--- config.mk ---
export PLATFORM = sky130hd
export DESIGN_NAME = mdu_iter_flat
export DESIGN_NICKNAME = d
export VERILOG_FILES = /design/src/rtl/mdu_pkg.sv /design/src/rtl/mdu_iter_if.sv /design/src/rtl/mdu_signfix.sv /design/src/rtl/mdu_iter.sv /design/src/flat_wrapper.sv
export SDC_FILE = /design/constraint.sdc
export NUM_CORES = 1
export LEC_CHECK = 0
export BUFFER_PORTS_ARGS = -buffer_cell sky130_fd_sc_hd__buf_2
export CAP_MARGIN = 20
export CORE_ASPECT_RATIO = 1.2
export CORE_MARGIN = 4
export CORE_UTILIZATION = 42
export DETAILED_ROUTE_END_ITERATION = 8
export GPL_ROUTABILITY_DRIVEN = 0
export GPL_TIMING_DRIVEN = 0
export PLACE_DENSITY = 0.72
export SYNTH_ARGS = -nofsm -noshare
export SYNTH_HDL_FRONTEND = slang
export SYNTH_HIERARCHICAL = 1
export SYNTH_SLANG_ARGS = --single-unit
--- constraint.sdc ---
create_clock -name clk -period 3.99 [get_ports clk]
set_clock_uncertainty 0.15 [all_clocks]
set_input_delay 0.798 -clock clk [delete_from_list [all_inputs] [get_ports clk]]
set_output_delay 0.798 -clock clk [all_outputs]
set_load 0.02 [all_outputs]
--- src/rtl/mdu_pkg.sv ---
// rtl/mdu_pkg.sv - shared types and constants for the iterative multiply/divide unit
package mdu_pkg;

  typedef enum logic [1:0] {
    MUL  = 2'b00,
    MULU = 2'b01,
    DIV  = 2'b10,
    DIVU = 2'b11
  } mdu_op_t;

  typedef enum logic [1:0] {
    IDLE,
    RUN,
    FIX,
    DONE
  } mdu_state_t;

  localparam int MDU_ITERS = 32;

  // Divide-by-zero result: all-ones quotient, dividend passed through as remainder.
  localparam logic [31:0] MDU_DIV0_LO = 32'hFFFF_FFFF;
  // Result of any divide when the divider is compiled out.
  localparam logic [31:0] MDU_NODIV_RES = 32'h0000_0000;

endpackage

--- src/rtl/mdu_iter_if.sv ---
// rtl/mdu_iter_if.sv - request/result bundle between the control FSM and mdu_iter
interface mdu_iter_if #(
  parameter int WIDTH = 32
);

  logic             start;
  logic [1:0]       op;
  logic [WIDTH-1:0] a;
  logic [WIDTH-1:0] b;
  logic             busy;
  logic             done;
  logic [WIDTH-1:0] hi;
  logic [WIDTH-1:0] lo;

  modport master (output start, op, a, b, input busy, done, hi, lo);
  modport slave  (input start, op, a, b, output busy, done, hi, lo);

endinterface

--- src/rtl/mdu_signfix.sv ---
// rtl/mdu_signfix.sv - conditional two's-complement negation of a result pair
// wide_i negates the pair as one 2*WIDTH number (product); otherwise each half on its own flag.
module mdu_signfix #(
  parameter int WIDTH = 32
) (
  input  logic [2*WIDTH-1:0] pair_i,
  input  logic               wide_i,
  input  logic               neg_hi_i,
  input  logic               neg_lo_i,
  output logic [2*WIDTH-1:0] pair_o
);

  always_comb begin
    pair_o = pair_i;
    if (wide_i) begin
      if (neg_lo_i) pair_o = -pair_i;
    end else begin
      if (neg_hi_i) pair_o[2*WIDTH-1:WIDTH] = -pair_i[2*WIDTH-1:WIDTH];
      if (neg_lo_i) pair_o[WIDTH-1:0]       = -pair_i[WIDTH-1:0];
    end
  end

endmodule

--- src/rtl/mdu_iter.sv ---
// rtl/mdu_iter.sv - iterative 32-bit multiply/divide unit, one result bit per cycle
// Define MDU_DIV_EN to build the restoring divider; without it DIV/DIVU return zero in one cycle.
module mdu_iter
  import mdu_pkg::*;
#(
  parameter int WIDTH = 32
) (
  input  logic      clk,
  input  logic      rst,
  mdu_iter_if.slave bus
);

  localparam int W = WIDTH;

  mdu_state_t       state_q, state_d;
  mdu_op_t          op_q, op_d;
  logic [2*W-1:0]   acc_q, acc_d;
  logic [W-1:0]     opnd_q, opnd_d;
  logic             sgn_lo_q, sgn_lo_d;
  logic             sgn_hi_q, sgn_hi_d;
  logic [5:0]       cnt_q, cnt_d;
  logic [W-1:0]     hi_q, hi_d;
  logic [W-1:0]     lo_q, lo_d;

  mdu_op_t          op_in;
  logic             in_signed, in_div, accept, fix_wide;
  logic [W-1:0]     a_abs, b_abs;
  logic [W:0]       mul_sum;
  logic [2*W-1:0]   mul_next, fix_in, fix_out;

  assign op_in     = mdu_op_t'(bus.op);
  assign in_signed = (op_in == MUL) || (op_in == DIV);
  assign in_div    = (op_in == DIV) || (op_in == DIVU);
  assign a_abs     = (in_signed && bus.a[W-1]) ? -bus.a : bus.a;
  assign b_abs     = (in_signed && bus.b[W-1]) ? -bus.b : bus.b;
  assign accept    = bus.start && ((state_q == IDLE) || (state_q == DONE));
  assign fix_wide  = (op_q == MUL) || (op_q == MULU);

  // Shift-add: multiplier sits in acc low half and is consumed LSB first.
  assign mul_sum  = {1'b0, acc_q[2*W-1:W]} + {1'b0, opnd_q};
  assign mul_next = acc_q[0] ? {mul_sum, acc_q[W-1:1]}
                             : {1'b0, acc_q[2*W-1:W], acc_q[W-1:1]};

`ifdef MDU_DIV_EN
  logic [W:0] rem_q, rem_d, div_trial;
  logic       div_ge, unused_rem_msb;

  // Restoring step: dividend bits shift out of acc low half, quotient bits shift in.
  assign div_trial      = {rem_q[W-1:0], acc_q[W-1]};
  assign div_ge         = div_trial >= {1'b0, opnd_q};
  assign fix_in         = fix_wide ? acc_q : {rem_q[W-1:0], acc_q[W-1:0]};
  assign unused_rem_msb = rem_q[W];
`else
  assign fix_in = acc_q;
`endif

  mdu_signfix #(.WIDTH(W)) u_signfix (
    .pair_i   (fix_in),
    .wide_i   (fix_wide),
    .neg_hi_i (sgn_hi_q),
    .neg_lo_i (sgn_lo_q),
    .pair_o   (fix_out)
  );

  always_comb begin
    state_d  = state_q;
    op_d     = op_q;
    acc_d    = acc_q;
    opnd_d   = opnd_q;
    sgn_lo_d = sgn_lo_q;
    sgn_hi_d = sgn_hi_q;
    cnt_d    = cnt_q;
    hi_d     = hi_q;
    lo_d     = lo_q;
`ifdef MDU_DIV_EN
    rem_d    = rem_q;
`endif
    case (state_q)
      IDLE, DONE: begin
        state_d = IDLE;
        if (accept) begin
          op_d     = op_in;
          acc_d    = {{W{1'b0}}, a_abs};
          opnd_d   = b_abs;
          sgn_lo_d = in_signed && (bus.a[W-1] ^ bus.b[W-1]);
          sgn_hi_d = in_signed && bus.a[W-1];
          cnt_d    = '0;
          state_d  = RUN;
`ifdef MDU_DIV_EN
          rem_d    = '0;
          if (in_div && (bus.b == '0)) begin
            hi_d    = bus.a;
            lo_d    = MDU_DIV0_LO;
            state_d = DONE;
          end
`else
          if (in_div) begin
            hi_d    = MDU_NODIV_RES;
            lo_d    = MDU_NODIV_RES;
            state_d = DONE;
          end
`endif
        end
      end
      RUN: begin
        cnt_d = cnt_q + 6'd1;
`ifdef MDU_DIV_EN
        if (!fix_wide) begin
          rem_d = div_ge ? (div_trial - {1'b0, opnd_q}) : div_trial;
          acc_d = {acc_q[2*W-1:W], acc_q[W-2:0], div_ge};
        end else begin
          acc_d = mul_next;
        end
`else
        acc_d = mul_next;
`endif
        if (cnt_q == 6'(MDU_ITERS - 1)) state_d = FIX;
      end
      FIX: begin
        hi_d    = fix_out[2*W-1:W];
        lo_d    = fix_out[W-1:0];
        state_d = DONE;
      end
      default: state_d = IDLE;
    endcase
  end

  always_ff @(posedge clk) begin
    if (rst) begin
      state_q  <= IDLE;
      op_q     <= MUL;
      acc_q    <= '0;
      opnd_q   <= '0;
      sgn_lo_q <= 1'b0;
      sgn_hi_q <= 1'b0;
      cnt_q    <= '0;
      hi_q     <= '0;
      lo_q     <= '0;
`ifdef MDU_DIV_EN
      rem_q    <= '0;
`endif
    end else begin
      state_q  <= state_d;
      op_q     <= op_d;
      acc_q    <= acc_d;
      opnd_q   <= opnd_d;
      sgn_lo_q <= sgn_lo_d;
      sgn_hi_q <= sgn_hi_d;
      cnt_q    <= cnt_d;
      hi_q     <= hi_d;
      lo_q     <= lo_d;
`ifdef MDU_DIV_EN
      rem_q    <= rem_d;
`endif
    end
  end

  assign bus.busy = (state_q == RUN) || (state_q == FIX);
  assign bus.done = (state_q == DONE);
  assign bus.hi   = hi_q;
  assign bus.lo   = lo_q;

endmodule
--- src/flat_wrapper.sv ---
// flat-port wrapper written by rule: the top's interface ports become plain ports
module mdu_iter_flat import mdu_pkg::*;
#(
  parameter int WIDTH = 32
)
  (clk, rst, bus_start, bus_op, bus_a, bus_b, bus_busy, bus_done, bus_hi, bus_lo);
  mdu_iter_if #(.WIDTH(WIDTH)) bus_i ();
  input  logic clk;
  input  logic rst;
  input wire logic [$bits(bus_i.start)-1:0] bus_start;
  input wire logic [$bits(bus_i.op)-1:0] bus_op;
  input wire logic [$bits(bus_i.a)-1:0] bus_a;
  input wire logic [$bits(bus_i.b)-1:0] bus_b;
  output wire logic [$bits(bus_i.busy)-1:0] bus_busy;
  output wire logic [$bits(bus_i.done)-1:0] bus_done;
  output wire logic [$bits(bus_i.hi)-1:0] bus_hi;
  output wire logic [$bits(bus_i.lo)-1:0] bus_lo;
  assign bus_i.start = bus_start;
  assign bus_i.op = bus_op;
  assign bus_i.a = bus_a;
  assign bus_i.b = bus_b;
  assign bus_busy = bus_i.busy;
  assign bus_done = bus_i.done;
  assign bus_hi = bus_i.hi;
  assign bus_lo = bus_i.lo;
  mdu_iter #(.WIDTH(WIDTH)) u_core (.clk(clk), .rst(rst), .bus(bus_i));
endmodule
== After elaboration in Yosys (flattened, before gate mapping) ==
Index checks and enable logic that the tools add are counted.
Storage, ports and cells
  logic and storage cells: 64
  bits of input ports: 69
  register bits after elaboration: 172
  output and inout bits: 66
Operators by class
  add/sub/neg operators: 7
  equality and inequality tests: 10
  reductions and logical operators: 18
  multiplexer cells: 19
  bitwise gates (word level): 1
Operators with widths (count)
  $mux W64: 4
  $mux W32: 6
  $neg A32 Y32: 4
  $pmux W32 S2: 2
  $pmux W64 S2: 1
  $neg A64 Y64: 1
  $add A32 B32 Y33: 1
  $pmux W6 S2: 1
  $eq A2 B2 Y1 const B: 4
  $add A6 B1 Y6 const B: 1
  $eq A6 B5 Y1 const B: 1
  $logic_not A2 Y1: 3
  $mux W2: 3
  $mux W6: 1
  $ne A2 B1 Y1 const B: 3
  $pmux W2 S3: 1
  $logic_or A1 B1 Y1: 5
  $eq A2 B1 Y1 const B: 2
  $logic_and A1 B1 Y1: 4
  $reduce_and A2 Y1: 2
  $reduce_bool A2 Y1: 2
  $reduce_and A3 Y1: 1
  $reduce_or A2 Y1: 1
  $xor A1 B1 Y1: 1

== Logic depth before layout (Yosys ltp) ==
Gate-level depths: netlist (run 1).
  depth after elaboration: 6
  gate-level depth with buffers: 11
  gate-level depth less buffers: 10

== Modules after synthesis ==
Netlist (run 1), hierarchy kept.
By module, submodules not included
  mdu_iter: area an instance 9624.2 sq um, seq. area each 3423.3 sq um, cells each 1204, times used 1
  mdu_signfix: area an instance 1697.9 sq um, seq. area each 0.0 sq um, cells each 263, times used 1

== Least setup slack after synthesis (run 1) ==
OpenSTA, ideal clock, no wires.
  path type: flip-flop to flip-flop
  from: register u_core.acc_q[6]
  to: register u_core.lo_q[31], in the netlist u_core/bus.lo[31]
  path slack: 1.011 ns
  data required time: 3.714 ns
  library setup time: 0.126 ns
  buffers on the path: 1
  clock period less this slack: 2.979 ns
  arrival time: 2.703 ns
  stages on the path, launching flop included: 10
  cells stage by stage: dfxtp_1 or4_4 or4_4 buf_6 or3_4 or3_4 o41ai_2 xnor2_1 a22oi_1 nor2_1
Between the ends
  word-level cells in the longest chain between the ends: 4
  elaborated cells between the ends (all ways): 6
  classes of those cells: add/sub (2); mux (4)
Ends and longest elaborated chain
  start: declaration: RTL line mdu_iter.sv:17  | logic [2*W-1:0] acc_q, acc_d;
  start signal: assignment: RTL line mdu_iter.sv:132  | acc_q <= '0;
  start signal: assignment: RTL line mdu_iter.sv:145  | acc_q <= acc_d;
  $neg A64 Y64 or $neg A32 Y32 (tied branches): RTL line mdu_signfix.sv:16, mdu_signfix.sv:19
  $mux W64 or $mux W32 (tied branches): RTL line mdu_signfix.sv:16, mdu_signfix.sv:19
  $mux W64 (*): RTL line mdu_signfix.sv:15  | if (wide_i) begin
  named net u_core.fix_out[31]: RTL line mdu_iter.sv:29  | logic [2*W-1:0] mul_next, fix_in, fix_out;
  $pmux W32 S2 (*): RTL line mdu_iter.sv:78  | case (state_q)
  end signal: assignment: RTL line mdu_iter.sv:151  | lo_q <= lo_d;
  end: declaration: RTL line mdu_iter.sv:23  | logic [W-1:0] lo_q, lo_d;
Mark *: on every way through the listed nets, which the timed path passes. The rest lies on a longest branch.
A chain may end at the register's enable or synchronous reset.

== Worst setup path in the final report (run 1) ==
  from: register u_core.state_q[0]
  to: register u_core.acc_q[47]
Between the ends
  word-level cells in the longest chain between the ends: 5
  elaborated cells between the ends (all ways): 10
  classes of those cells: eq/ne (3); mux (1); reduce/logical (6)
Ends and longest elaborated chain
  start: declaration: RTL line mdu_iter.sv:15  | mdu_state_t state_q, state_d;
  start signal: assignment: RTL line mdu_iter.sv:143  | state_q <= state_d;
  $eq A2 B2 Y1 or $logic_not A2 Y1 (tied branches): RTL line mdu_iter.sv:36, mdu_iter.sv:78
  $logic_or A1 B1 Y1: RTL line mdu_iter.sv:36  | assign accept = bus.start && ((state_q == IDLE) || (state_q == DONE));
  $logic_and A1 B1 Y1: RTL line mdu_iter.sv:36
  $ne A2 B1 Y1 (no line)
  $reduce_and A2 Y1 (no line)
Several ways; a longest one is shown, not always the timed one.

==> metrics list, run 1 <==
* Net count of the mapped netlist: 1577
- In this run the count of I/O pins placed on the die edge is 135.
- Number of antenna violations at the first check in global routing: 0
- Synth Cell Area: 11320 um2
* Number of CTS-inserted buffers: 17
- Least-Margin Pin Slew: 1.441 ns
* Area added between synthesis and finish: 15.16%
- The min-delay analysis places its worst path in the category flip-flop to flip-flop.
- Of the total power, the share spent switching nets is 0.4454.
- Register-to-Register Path Depth: 10
- Half-perimeter wire length after placement: 29.97 mm
* Leakage power total: 5.191 nW
* Clock tree from TritonCTS: built
* Buffer type at the clock tree root: clkbuf_16
- For this run, the total global-route usage over all layers was measured as 0.2537.
- Clock insertion delay at the later pin of the skew report: 0.44 ns
- The floorplan step defined a die boundary enclosing 29660 um2.
- The run finished with clean final reports.
- On the worst path, the slowest cell contributes a delay of 0.72 ns.
- Post-layout total power: 7.128 mW
- Average cell area after synthesis: 7.718 um2
* Cell-internal power: 3.953 mW
- The worst path in the final design needs a cycle of 3.575 ns, including I/O delays and setup.
- For this design the ratio of total power to cell area is 546.7 nW/um2.
* Number of placement rows: 65
- WHS: 0.3126 ns
- Data arrives at the worst endpoint at 3.71 ns.
* Top cells by area in the synthesized netlist: dfxtp_1 (30%), xnor2_1 (6.4%), nor2_1 (6.0%)
- Max clock buf depth: 2
- Net count of the finished layout: 1731
* H-tree level count: 4
- Dominant synthesized flop cell: dfxtp_1
- Kind of critical path: flip-flop to flip-flop
- Initial standard-cell utilization of the core: 0.4284
- Synthesis handed over a netlist of 1467 instances.
- Setup repair after global routing left no endpoint under its margin.
- Number of synthesized flops with an enable pin: 0
* Largest driver fanout on the critical path: 10
- Top-area cell type share of the netlist area: 0.3024
- The synthesized design spends more area on one cell type than any other, namely dfxtp_1.
- Adding up every negative setup slack in the final design gives 0 ns.
- Detail-routed via count per cell: 6.103
- Clock Sinks: 171
- The worst setup path is launched from a flip-flop.
- Most frequent cells after synthesis: nor2_1 (180), dfxtp_1 (171), nand2_1 (135)
- After global routing the overflow that remains totals 0.
- Of the synthesized area, sequential elements account for 0.3024.
* Setup Fix Bufs, Post-CTS: 0
- Highest clock rate: 0.2797 GHz
- Post-synthesis register bit count: 171
- The first detailed-routing pass took 5 iterations.
- The share of total power dissipated in the clock network is 0.243.
- Dividing the detail-routed wire length by the instance count gives 19.63 um.
* Crit-path most repeated cell: clkbuf_1
- ANT nets after route: 0
* Worst-case headroom to the max-slew limit: 0.03920
- From left edge to right edge, the die measures 157.9 um.
* Share of total power in sequential cells: 0.334
* Worst-path cell chain: inv_1 > ha_1 > clkbuf_1 > mux2i_1 > nor2_1 > and2_1 > nand2b_1 > clkbuf_1 > clkbuf_1 > o22ai_1
* Fraction of layout cells with a size suffix above 1: 0.1206
- Final setup violation count: 0
- Via count of the first global-routing pass: 11260
* Number of buffer cells added on primary ports: 134
- Comb pwr share: 0.423
* Synthesis Warnings: 6
- Maximum number of pins on one net before global-route repair: 18
- Worst hold stages: 2
- Number of gates given a new drive strength after cts: 0
* Number of unique standard cell types used by synthesis: 77
- After clock tree synthesis, the clock-pin slew on the worst setup and hold paths is 0.07 ns.
- Number of DRC markers after the initial detailed-route iteration: 1203
- Proportion of register bits with asynchronous set or reset after synthesis: 0
* Max-cap violations: 0
- The first global-routing pass estimated 60.50 mm of wire.
* Required time of the worst setup path: 4.12 ns
- Summing over every cut layer, the via total after detailed routing is 12020.
- Post-route clock period utilization: 0.8960
- Final hold violation count: 0
- 0 antenna diodes ended up in the layout.
* CORE AREA: 26430 um2
- In this run, post-CTS hold repair placed 0 buffers.
- The most common cell in the synthesized netlist is nor2_1.
- For this design, the slowest cell found on the critical path is mux2i_1.
- VDD sags by at most 0.0003183 V.
- Die Y: 187.9 um
* Max Transition Viols Final: 0
* Total length of routed wires: 38.66 mm
- Fill cell instance count of the final layout: 2590
* Final routed DRC violation total: 0
- Summed over all nets, the switching power comes to 3.175 mW.
* Endpoint type of the worst setup path: flip-flop
critical path: cells and delay by family (launching register included):
| family | cells | cell delay [ns] |
|---|---|---|
| AO/OA/AOI/OAI | 1 | 0.16 |
| AND/OR/NAND/NOR | 3 | 0.61 |
| adder cells (fa/ha/maj) | 1 | 0.27 |
| buffers and inverters | 4 | 1.13 |
| multiplexers | 1 | 0.72 |
| flip-flops | 1 | 0.38 |
worst paths after layout:
path	startpoint	end	slack (ns)
worst max-delay path	u_core/state_q[0]	u_core/acc_q[47]	0.41
worst min-delay path	u_core/opnd_q[0]	u_core/opnd_q[0]	0.31
worst max register to register	u_core/state_q[0]	u_core/acc_q[47]	0.41
worst min register to register	u_core/opnd_q[0]	u_core/opnd_q[0]	0.31
layout make-up:
cell class	instances	area, um2	share of cell area
clock buffer	19	442.9	0.03397
multi-input combinational	1175	7432	0.5700
timing repair buffer	135	678.2	0.05201
inverter	29	108.9	0.008348
tap	335	419.2	0.03215
sequential	171	3423	0.2625
buffer	92	357.8	0.02744
clock inverter	13	176.4	0.01353
layout by cell type (no fill, tap or decap), drive strengths merged, types with 40 or more instances in the layout:
cell type and instances:
nor2 180, dfxtp 171, buf 145, nand2 135
a21oi 107, clkbuf 101, o21ai 85, a22oi 84
xnor2 83, xor2 51, a211oi 41, ha 40
cells by family (layout without fill, tap and decap cells):
logic type               count (synthesis)  after routing  synth area share
multiplexers                            12             12           0.01127
flip-flops                             171            171            0.3024
adder cells (fa/ha/maj)                 41             41           0.04597
XOR/XNOR                               134            134            0.1037
AND/OR/NAND/NOR                        518            518            0.2190
AO/OA/AOI/OAI                          470            470            0.2765
buffers and inverters                  121            288           0.04122
per-stage QoR:
stage                     area [um2]  setup slack, ns  cells    util
after CTS                      13040           0.4920   1969  0.4933
after global placement         12410           0.5194   1936  0.4696
after floorplan                11320            1.011   1467       -
after global routing           13040           0.3176   1969  0.4933
final                          13040           0.4149   1969  0.4933
after detailed placement       12420           0.4804   1937  0.4699
power by group through the flow:
stage	Combinational (mW)	Clock (mW)	Sequential [mW]
final	3.02	1.73	2.38
after global routing	3.27	1.83	2.40
after CTS	2.95	1.76	2.36
after detailed placement	2.93	0	2.40
after global placement	2.88	0	2.40
after floorplan	2.08	0	2.28
routing by layer:
| metal | vias up | track usage | part of all wire | routed length [um] |
|---|---|---|---|---|
| met1 | 5597 | 0.3062 | 0.39 | 15030 |
| li1 | 5711 | - | - | - |
| met4 | 0 | 0.1384 | 0.062 | 2388 |
| met2 | 587 | 0.4284 | 0.48 | 18560 |
| met5 | - | 0 | 0 | 0 |
| met3 | 121 | 0.03763 | 0.069 | 2681 |
registers in the layout, summed over array words and instances, names as in the netlist:
signal           flops
u_core/bus.hi       32
u_core/state_q       2
u_core/sgn_hi_q      1
u_core/cnt_q         6
u_core/acc_q        64
u_core/op_q          1
u_core/sgn_lo_q      1
u_core/opnd_q       32
u_core/bus.lo       32
Note: power is estimated with default switching activity, not from simulation.
==> inputs of run 2 (changes only) <==
SYNTH_HIERARCHICAL = default   (was 1)
==> run 2 against run 1 <==
Net effect: largest cell class unchanged; wire length fell by 7.7%; register-to-register slack got worse by 0.21 ns; synthesized area fell by 2.2%; combinational power fell by 6%; critical endpoint is now u_core.bus.hi[30]; power fell by 6.3%.
==> metrics list, run 2 <==
- The run finished with clean final reports.
- CTS built an H-tree with a depth of 4.
- Number of placement rows: 64
- Leaving out fill and tap cells, the most frequent cells in the layout are nand2_1 (208), dfxtp_1 (171), nor2_1 (144).
- Number of antenna violations at the first check in global routing: 2
- The share of the Yosys chip area taken by registers is 0.3090.
- Number of hold-repair buffers added at the cts stage: 0
- For this run, design rule violations remaining after detail routing come to 0.
- Initial standard-cell utilization of the core: 0.4309
- Detailed routing inserted a total of 11840 vias.
- Clock tree from TritonCTS: built
- Clock Sinks: 171
* Number of iterations in the first detailed-routing pass: 7
- The number of different library cells used by synthesis comes to 71.
- Comb pwr share: 0.424
* Maximum number of pins on one net before global-route repair: 17
* Final setup violation count: 0
- Met2 routed wirelength: 16.51 mm
- The library cell used most frequently in the layout, excluding fill and tap cells, is nand2_1.
- The root buffer cell chosen for the clock tree is clkbuf_16.
* ANT nets after route: 0
* Total length of routed wires: 35.68 mm
* Required time of the worst setup path: 4.17 ns
- Number of DRC markers after the initial detailed-route iteration: 929
* Half-perimeter wire length after placement: 28.21 mm
- dfxtp_1 takes more of the synthesized area than any other cell.
- Max clock buf depth: 2
- Across the VDD grid, the largest voltage drop is 0.0003047 V.
* Detail-routed via count per cell: 5.973
- The register with the most flip-flops in the layout has 64 of them.
* Clock insertion delay at the later pin of the skew report: 0.44 ns
- Post-synthesis register bit count: 171
- Worst setup SP type: flip-flop
- Setup repair after global routing left no endpoint under its margin.
* Top cells by area in the synthesized netlist: dfxtp_1 (31%), nand2_1 (7.0%), xnor2_1 (6.3%)
- Synth Cell Area: 11080 um2
- By startpoint and endpoint, the worst setup path is classified as flip-flop to flip-flop.
- Leakage power total: 4.999 nW
- Worst setup slack after layout: 0.2004 ns
- The smallest clock period supported by the final layout is computed as 3.790 ns.
- Pin placement for this block handled 135 I/O pins.
- Placement Setup Slack: -0.2609 ns
* Cell-internal power: 3.780 mW
- Final hold violation count: 0
* Critical Path AT: 3.97 ns
* Net count of the mapped netlist: 1599
* Relative contribution of the clock network to total power: 0.243
- Register bank with the most flops: u_core.acc_q
- Clock-pin slew was measured on the worst setup and hold paths at 0.07 ns.
- Switching power summed over all nets: 2.897 mW
- Average cell area after synthesis: 7.439 um2
* Die Outline Area: 29050 um2
- Highest clock rate: 0.2639 GHz
* Proportion of total power due to net switching: 0.4338
- Max-cap violations: 0
- Least-Margin Pin Slew: 0.8119 ns
- In the synthesized netlist the async set-or-reset flop fraction comes to 0.
- In this run the worst hold path is classified as flip-flop to flip-flop.
- Mapped Cells: 1489
* WHS: 0.2956 ns
- The worst pin sits at a relative slew slack of 0.4448.
- Number of synthesized flops with an enable pin: 0
* CORE AREA: 25700 um2
- After the last flow step, the layout net total stands at 1752.
- Endpoint type of the worst setup path: flip-flop
- Average wire per cell in the routed design: 18.00 um
- Counting instances in the post-synthesis netlist gives the leading cell types as nand2_1 (208), dfxtp_1 (171), nor2_1 (144).
* Number of CTS-inserted buffers: 17
- The max-slew violation count was 0.
- Across every metal layer, demand over resource in global routing totals 0.2385.
* Post-route clock period utilization: 0.9498
- Pwr dens: 524.9 nW/um2
- Of the post-synthesis cell area, the dominant cell type holds 0.3090.
- In the final routing, the length of wire on met1 measures 15.05 mm.
- Summed over all layers, the global routing overflow is 0.
- Buffers placed on the I/O ports in this run total 134.
- In the final layout, the share of cells above drive strength 1 is 0.1072.
* Largest driver fanout on the critical path: 10
- Final-layout setup total negative slack: 0 ns
- Horizontal extent of the die: 156.3 um
* Share of total power in sequential cells: 0.333
* Via count of the first global-routing pass: 11030
- Share of the core filled with cells: 0.4949
- The first global-routing pass estimated 56.06 mm of wire.
- During synthesis, Yosys emitted a total of 0 warnings.
- Top Layer Used: met5
* Most frequent cell after synthesis: nand2_1
- Detailed routing placed a total of 3.061 mm of wire on met3.
- In the synthesized netlist the dominant register cell turns out to be dfxtp_1.
- From bottom edge to top edge, the die measures 185.9 um.
* Area added between synthesis and finish: 14.85%
-- run 2: cell count changes after synthesis, sizes merged, moves of 7 or more --
cell,before,now
o21ai,85,106
nor2,180,144
nand3,29,56
a21o,15,25
or4,21,9
nand2,135,208
a22oi,84,23
o21a,13,6
or3,29,21
o211ai,19,2
nor4,10,19
a31oi,16,56
a211oi,41,34
-- run 2: path summary, 6_finish.rpt --
kind / start / to / slack, ns / depth (start not counted)
setup / recovery: u_core.acc_q[0] / u_core.bus.hi[30] / 0.20 / 11
hold / removal: u_core.bus.hi[1] / u_core.bus.hi[1] / 0.30 / 2
setup reg to reg: u_core.acc_q[0] / u_core.bus.hi[30] / 0.20 / 11
hold reg to reg: u_core.bus.hi[1] / u_core.bus.hi[1] / 0.30 / 2
-- run 2: critical path: stages, from the launching register on --
cell      delay [ns]
dfxtp_1         0.30
clkbuf_1        0.19
clkinv_1        0.27
ha_1            0.25
nor4b_2         0.28
nand4b_1        0.20
or4_4           0.50
or4_4           0.62
and2_0          0.19
clkbuf_2        0.14
or3_1           0.35
a32o_1          0.25
-- run 2: cells by family after synthesis --
group | share of synthesized area
fa+ha+maj | 0.04699
buf+inv | 0.04123
mux | 0.003728
compound gates | 0.2462
simple gates | 0.2444
xor+xnor | 0.1083
flops | 0.3090
-- run 2: power groups by stage --
stage | Clock, mW | Sequential (mW) | Combinational, mW
global route | 1.71 | 2.25 | 3.12
CTS | 1.63 | 2.21 | 2.79
global placement | 0 | 2.24 | 2.73
finish | 1.62 | 2.22 | 2.83
detailed placement | 0 | 2.25 | 2.78
floorplan | 0 | 2.20 | 1.95
-- run 2: final cells by class --
cell class,instances,area [um2]
Inverter,26,97.59
Buffer,95,359.1
Sequential cell,171,3423
Tap cell,330,412.9
Fill cell,2568,12980
Multi-Input combinational cell,1197,7202
Clock buffer,21,460.4
Clock inverter,7,93.84
Antenna cell,1,2.502
Timing Repair Buffer,134,670.6
-- run 2: metrics by stage --
step	total power, mW	cell area (um2)	std cells
finish	6.677	12720	1982
global route	7.077	12720	1982
CTS	6.630	12710	1981
detailed placement	5.025	12160	1953
global placement	4.968	12160	1953
floorplan	4.143	11080	1489
-- run 2: routing by layer --
layer	track usage	up-vias
li1	-	5698
met2	0.4002	557
met5	0	-
met3	0.03651	85
met1	0.3108	5497
met4	0.08681	2
-- run 2: timing repair --
| action | in CTS | in global routing |
|---|---|---|
| buffers inserted | 0 | 0 |
| endpoints found under the hold margin | 0 | 0 |
| endpoints found under the setup margin | 0 | 1 |
| gates resized for setup | 0 | 1 |
